### src/rtl/lbmem_reader.sv
// Read-driven line buffer: upstream pushes pixels, the consumer pulls them in order once
// THRESH entries have accumulated; once streaming, it drains to empty before re-arming.
module lbmem_reader #(
  parameter int unsigned WIDTH  = 8,
  parameter int unsigned DEPTH  = 64,
  parameter int unsigned THRESH = 8
) (
  input  logic                     CLK,
  input  logic                     RESET,
  input  logic [WIDTH-1:0]         wdata,
  input  logic                     wen,
  output logic                     wready,
  input  logic                     ren,
  output logic                     avail,
  output logic [WIDTH-1:0]         rdata,
  output logic                     rvalid,
  output logic [$clog2(DEPTH):0]   count
);

  localparam int unsigned AW = $clog2(DEPTH);
  localparam int unsigned CW = AW + 1;

  typedef enum logic {StFill, StStream} state_e;

  state_e            state_q, state_d;
  logic [AW-1:0]     waddr_q, raddr_q;
  logic [CW-1:0]     count_q, count_d;
  logic [WIDTH-1:0]  rdata_q;
  logic              rvalid_q;
  logic [WIDTH-1:0]  mem [DEPTH];
  logic              wacc, racc;

  assign wready = (count_q != CW'(DEPTH));
  assign avail  = (state_q == StStream) && (count_q != '0);
  assign wacc   = wen && wready;
  assign racc   = ren && avail;
  assign count_d = count_q + CW'(wacc) - CW'(racc);

  assign rdata  = rdata_q;
  assign rvalid = rvalid_q;
  assign count  = count_q;

  always_comb begin
    state_d = state_q;
    unique case (state_q)
      StFill:   if (count_d >= CW'(THRESH)) state_d = StStream;
      StStream: if (count_d == '0)          state_d = StFill;
      default:  state_d = StFill;
    endcase
  end

  always_ff @(posedge CLK) begin
    if (RESET) begin
      state_q  <= StFill;
      waddr_q  <= '0;
      raddr_q  <= '0;
      count_q  <= '0;
      rdata_q  <= '0;
      rvalid_q <= 1'b0;
    end else begin
      state_q  <= state_d;
      count_q  <= count_d;
      rvalid_q <= racc;
      if (wacc) waddr_q <= waddr_q + 1'b1;
      if (racc) begin
        raddr_q <= raddr_q + 1'b1;
        rdata_q <= mem[raddr_q];
      end
    end
  end

  // Storage carries no reset; contents are only observable after being written.
  always_ff @(posedge CLK) begin
    if (!RESET && wacc) mem[waddr_q] <= wdata;
  end

endmodule
### config.mk
export PLATFORM = sky130hd
export DESIGN_NAME = lbmem_reader
export DESIGN_NICKNAME = d
export VERILOG_FILES = /design/src/rtl/lbmem_reader.sv
export SDC_FILE = /design/constraint.sdc
export NUM_CORES = 1
export LEC_CHECK = 0
export CORE_MARGIN = 8
export CORE_UTILIZATION = 40
export DETAILED_ROUTE_END_ITERATION = 16
export SYNTH_ARGS = -nofsm -noshare
export SYNTH_HDL_FRONTEND = slang
export SYNTH_SLANG_ARGS = --single-unit
### constraint.sdc
create_clock -name CLK -period 10.2 [get_ports CLK]
set_clock_uncertainty 0.1 [all_clocks]
set_input_delay 1.02 -clock CLK [delete_from_list [all_inputs] [get_ports CLK]]
set_output_delay 1.02 -clock CLK [all_outputs]
set_load 0.005 [all_outputs]
# [After elaboration in Yosys (flattened, before gate mapping)]
# Memory sizes are Yosys's and may differ from the RTL's. A register that Yosys moved wholly into a read port is not among the register bits.
# Cells that the tools add are included.
[totals] reg_bits=21 ram_bits=512 inputBits=12 output_inout_bits=18 wordCells=25 memories=1
[classes] n_addsub=4 order_cmp=1 n_eq_ne=1 mux=5 n_bitwise=1 n_reduce_logical=7
[memory_table] name="mem" depth=64 width=8 read_ports=1 rd_clocked_by_memory_dff=1 wr=1 line="30" rtl="logic [WIDTH-1:0] mem [DEPTH];"
[ops] cell="adder 6 x 1 -> 6 bit, second input constant" n=2
[ops] cell="adder 7 x 1 -> 7 bit" n=1
[ops] cell="greater-or-equal comparator 7 x 4 -> 1 bit, second input constant" n=1
[ops] cell="logical NOT 7 bit" n=1
[ops] cell="!= test 7 bit, second input constant" n=1
[ops] cell="nonzero test 7 bit" n=1
[ops] cell="subtractor 7 x 1 -> 7 bit" n=1
[ops] cell="logical AND 1 bit" n=4
[ops] cell="two-way mux 1 bit" n=4
[ops] cell="one-hot mux 1 bit (2 select lines)" n=1
[ops] cell="logical NOT 1 bit" n=1
[ops] cell="NOT 1 bit" n=1

# [Longest topological paths before layout]
[depth] ltp_word=7 depth_mapped=16 mapped_depth_nobuf=15

# [Least setup slack after synthesis]
# OpenSTA, ideal clock, no wires.
[synth_timing] path_kind="input to register" from="in ren" to="reg state_q" setup_ps=138 arrival_ps=3425 t_required_ps=9962 path_slack_ps=6536 path_stages=13 n_path_buf=1 path_cell_list="o311ai_1 -> inv_1 -> clkbuf_1 -> ha_1 -> inv_1 -> ha_1 -> inv_1 -> fa_1 -> nand2b_1 -> a21oi_1 -> o21ai_0 -> a211oi_1 -> a41oi_1"
[synth_via] elab_chain_len=5 elab_cells_between_ends=7 classes_between="1 x add/sub; 1 x order compare; 3 x mux; 2 x reduce/logical"
[synth_rtl] item="start: declaration" line="13" rtl="input logic ren,"
[synth_rtl] item="logical AND 1 bit (*)" line="36" rtl="assign racc = ren && avail;"
[synth_rtl] item="net racc" line="31" rtl="logic wacc, racc;"
[synth_rtl] item="subtractor 7 x 1 -> 7 bit (*)" line="37" rtl="assign count_d = count_q + CW'(wacc) - CW'(racc);"
[synth_rtl] item="greater-or-equal comparator 7 x 4 -> 1 bit / logical NOT 7 bit (equally long branches)" line="46, 47"
[synth_rtl] item="two-way mux 1 bit, on equally long branches" line="46, 47"
[synth_rtl] item="one-hot mux 1 bit (2 select lines) (*)" line="45" rtl="unique case (state_q)"
[synth_rtl] item="end signal: assignment" line="54" rtl="state_q <= StFill;"
[synth_rtl] item="end signal: assignment" line="61" rtl="state_q <= state_d;"
[synth_rtl] item="end: declaration" line="25" rtl="state_e state_q, state_d;"
# The timed path passes the listed nets; every way through them passes the cells marked *.
# A chain may end at the register's enable or synchronous reset.

# [Worst setup path in the final report]
[layout_timing] from="reg count_q[2] (netlist: count[2])" to="reg state_q"
[layout_via] elab_chain_len=7 elab_cells_between_ends=12 classes_between="2 x add/sub; 1 x order compare; 1 x eq/ne; 3 x mux; 5 x reduce/logical"
[layout_rtl] item="start: declaration" line="27" rtl="logic [CW-1:0] count_q, count_d;"
[layout_rtl] item="start signal: assignment" line="62" rtl="count_q <= count_d;"
[layout_rtl] item="!= test 7 bit / nonzero test 7 bit (equally long branches)" line="33, 34"
[layout_rtl] item="logical AND 1 bit, on equally long branches" line="35, 34"
[layout_rtl] item="adder 7 x 1 -> 7 bit / logical AND 1 bit (equally long branches)" line="37, 36"
[layout_rtl] item="subtractor 7 x 1 -> 7 bit (*)" line="37"
[layout_rtl] item="greater-or-equal comparator 7 x 4 -> 1 bit / logical NOT 7 bit (equally long branches)" line="46, 47"
[layout_rtl] item="two-way mux 1 bit, on equally long branches" line="46, 47"
[layout_rtl] item="one-hot mux 1 bit (2 select lines) (*)" line="45"
# Mark *: on every way between the ends. The rest lies on a longest branch, timed or not.

==> impl_metrics.toml <==
[outcome]
outcome = "completed"

[setup_path]
rrSetupSlack_ns = 6.02
cp_slowest_stage_delay_ns = 0.64
required_ns = 10.56
cp_top_family = "compound AO/OA/AOI/OAI gates"
crit_buf_inv = 4
r2r_end = "state_q"
cp_num_cells = 15
criticalPathCategory = "reg -> reg"
r2r-start = "count[2]"
endpoint = "state_q"
critPathCaptureType = "flip-flop"
cp-start-kind = "flip-flop"
cp_data_arrival_time_ns = 4.54
rr_worst_depth = 15
crit_top_cell = "inv_1"
crit_fanout = 16
crit_slowest_cell = "o311ai_1"
startpoint = "count[2]"
crit_chain = "inv_1, ha_1, nand3b_1, o311ai_1, inv_1, ha_1, inv_1, ha_1, inv_1, fa_1, nand2b_1, a21oi_1, o21ai_0, a211oi_1, a41oi_1"

[sta]
setup-violations-final = 0
worst_pin_slew_ns = 0.980
max_freq_mhz = 239
period_share_pct = 41.0
fin_crit_ns = 4.18
finalHoldViolations = 0
setup_tns_ns = 0
rsz0062_at_grt = "false"
drv_slew = 0
fin_hold_ws_ns = 0.468
final.setup.worst_slack_ns = 6.02
max_slew_margin_pct = 34.6

[logic_synthesis]
synth.cell_area_um2 = 21300
synth_edf_count = 512
synth.distinct_cells = 56
synthArstFlopShare_pct = 0
yosysWarnings = 0
synthCells = 1104
yosysSeqAreaShare_pct = 74.8
yosys_register_bits = 541
avgSynthCellArea_um2 = 19.3
synth_ff_type = "edfxtp_1"
syn_nets = 1128

[power_and_ir_drop]
ir_drop_v = 0.000142
switching_share_pct = 24.4
power_frac_comb_pct = 14.5
power_density_nw_per_um2 = 215
leakage_nw = 7.24
p_int_w = 0.00389
p_switching_w = 0.00125
clkPwrFrac_pct = 36.6
power_w = 0.00514
power_frac_seq_pct = 48.9

[clock_tree]
clock_latency_ns = 0.60
numClockSinks = 541
cts_tree = "yes"
cts_setup_buffers = 0
cts_hold_buf = 0
clockBufferDepth = 3
path_clk_slew_ns = 0.06
post_cts_resized = 0
cts_max_level = 2
cts_buffers = 55
cts_root_buffer = "clkbuf_16"

[placement]
gp_congestion = 0.810
place_ws_ns = 5.73
place_inst = 1780
place_hpwl_um = 28600
port_buffers = 29

[global_routing]
grt.overflow.total = 0
grt_use_total_pct = 16.0
first_global_vias = 10600
antenna_found_initial = 0
grt_max_degree = 103
grt_pass1_wl_um = 72000

[finish]
drive_gt1_share_pct = 20.0
final_cells = 1874
final_cell_mix = "512 x edfxtp_1, 103 x mux4_2, 84 x nor2_1, 56 x clkbuf_16, 47 x mux2i_1"
finalNetCount = 1173
area_delta_synth_final_pct = 12.3
n_antenna_cell = 0
layout_commonest_cell = "edfxtp_1"
fillers = 4413

[floorplanning]
initial_utilization_pct = 40.5
die_area_um2 = 61000
coreArea_um2 = 52700
rows = 84
die_y_um = 247
die_w_um = 247
ios = 30

[drt]
ant_nets = 0
first_iter_violations = 963
dr_total_vias = 10400
first_pass_iters = 7
via_per_inst = 5.57
drc = 0
routed_wl_um = 48900
wl_per_cell_um = 26.1

[worst_hold_path]
hold_class = "reg -> reg"

[run]
maxCapViolCount = 0
[worst min path at each step]
| stage | from | endpoint | slack [ns] | depth (start not counted) |
|---|---|---|---|---|
| CTS | rdata[2] | rdata[2] | 0.45 | 2 |
| finish | rdata[2] | rdata[2] | 0.47 | 2 |
| floorplan | rdata[2] | rdata[2] | 0.39 | 2 |
| global placement | waddr_q[1] | waddr_q[1] | 0.44 | 2 |
| global route | rdata[2] | rdata[2] | 0.50 | 2 |
| detailed placement | rdata[2] | rdata[2] | 0.45 | 2 |
[cells in the mapped netlist (all sizes together), types with 6 or more instances]
master	count	area, µm²
a22oi	17	128
o22a	6	52.6
o22ai	9	56.3
nand3	9	45.0
nand3b	6	45.0
nor2	84	315
mux4	103	2320
nand2	36	135
clkbuf	24	92.6
edfxtp	512	15400
inv	15	56.3
ha	11	138
a21oi	20	100
nand4	10	62.6
buf	37	230
mux2	24	278
o21ai	7	35.0
mux2i	47	470
xor2	8	70.1
a221oi	7	61.3
dfxtp	29	581
nor2b	6	37.5
nor3b	8	60.1
[final cells by class]
class	instances	area, µm²	area share [%]
flip-flops and latches	541	16000	66.7
well taps	688	861	3.60
multi-input cells	487	4990	20.8
inverters	15	56.3	0.235
clock inverters	22	191	0.800
repair buffers	49	413	1.72
clock buffers	72	1460	6.10
[cells by family after synthesis]
kind of cell,after synthesis,synth area share [%]
simple gates,179,3.91
buf+inv,76,1.78
fa+ha+maj,12,0.739
compound gates,110,3.87
xor+xnor,12,0.493
mux,174,14.4
flops,541,74.8
[sequential cells by signal (all words and copies together) (netlist names)]
name,flops
rdata,8
state_q,1
mem,512
count,7
raddr_q,6
rvalid,1
waddr_q,6
[metrics by stage]
step	utilization, %	instance area (µm²)
3_5_place_dp	42.3	22300
4_1_cts	45.5	23900
2_1_floorplan	-	21300
3_3_place_gp	42.3	22300
6_report	45.5	23900
5_1_grt	45.5	23900
[routing by layer]
layer | vias up | GRT usage, % | wire (µm)
met5 | - | 0 | 0
met4 | 0 | 4.95 | 1200
met3 | 70 | 3.63 | 3540
met2 | 351 | 24.8 | 22800
met1 | 5438 | 22.4 | 21300
li1 | 4571 | - | -
[worst register-to-register path: cells and delay by family, from the launching register on]
kind | cells | cell delay, ns
AND/OR/NAND/NOR | 2 | 0.29
buffers and inverters | 4 | 0.68
adder cells (fa/ha/maj) | 4 | 1.15
AO/OA/AOI/OAI | 5 | 1.49
flip-flops | 1 | 0.32
[power by group through the flow]
stage	Combinational (W)	Clock, W	Sequential [W]
global route	0.000805	0.00199	0.00252
CTS	0.000756	0.00191	0.00251
detailed placement	0.000753	0	0.00256
floorplan	0.000539	0	0.00253
finish	0.000746	0.00188	0.00251
global placement	0.000742	0	0.00256
Note: power is estimated with default switching activity, not from simulation.
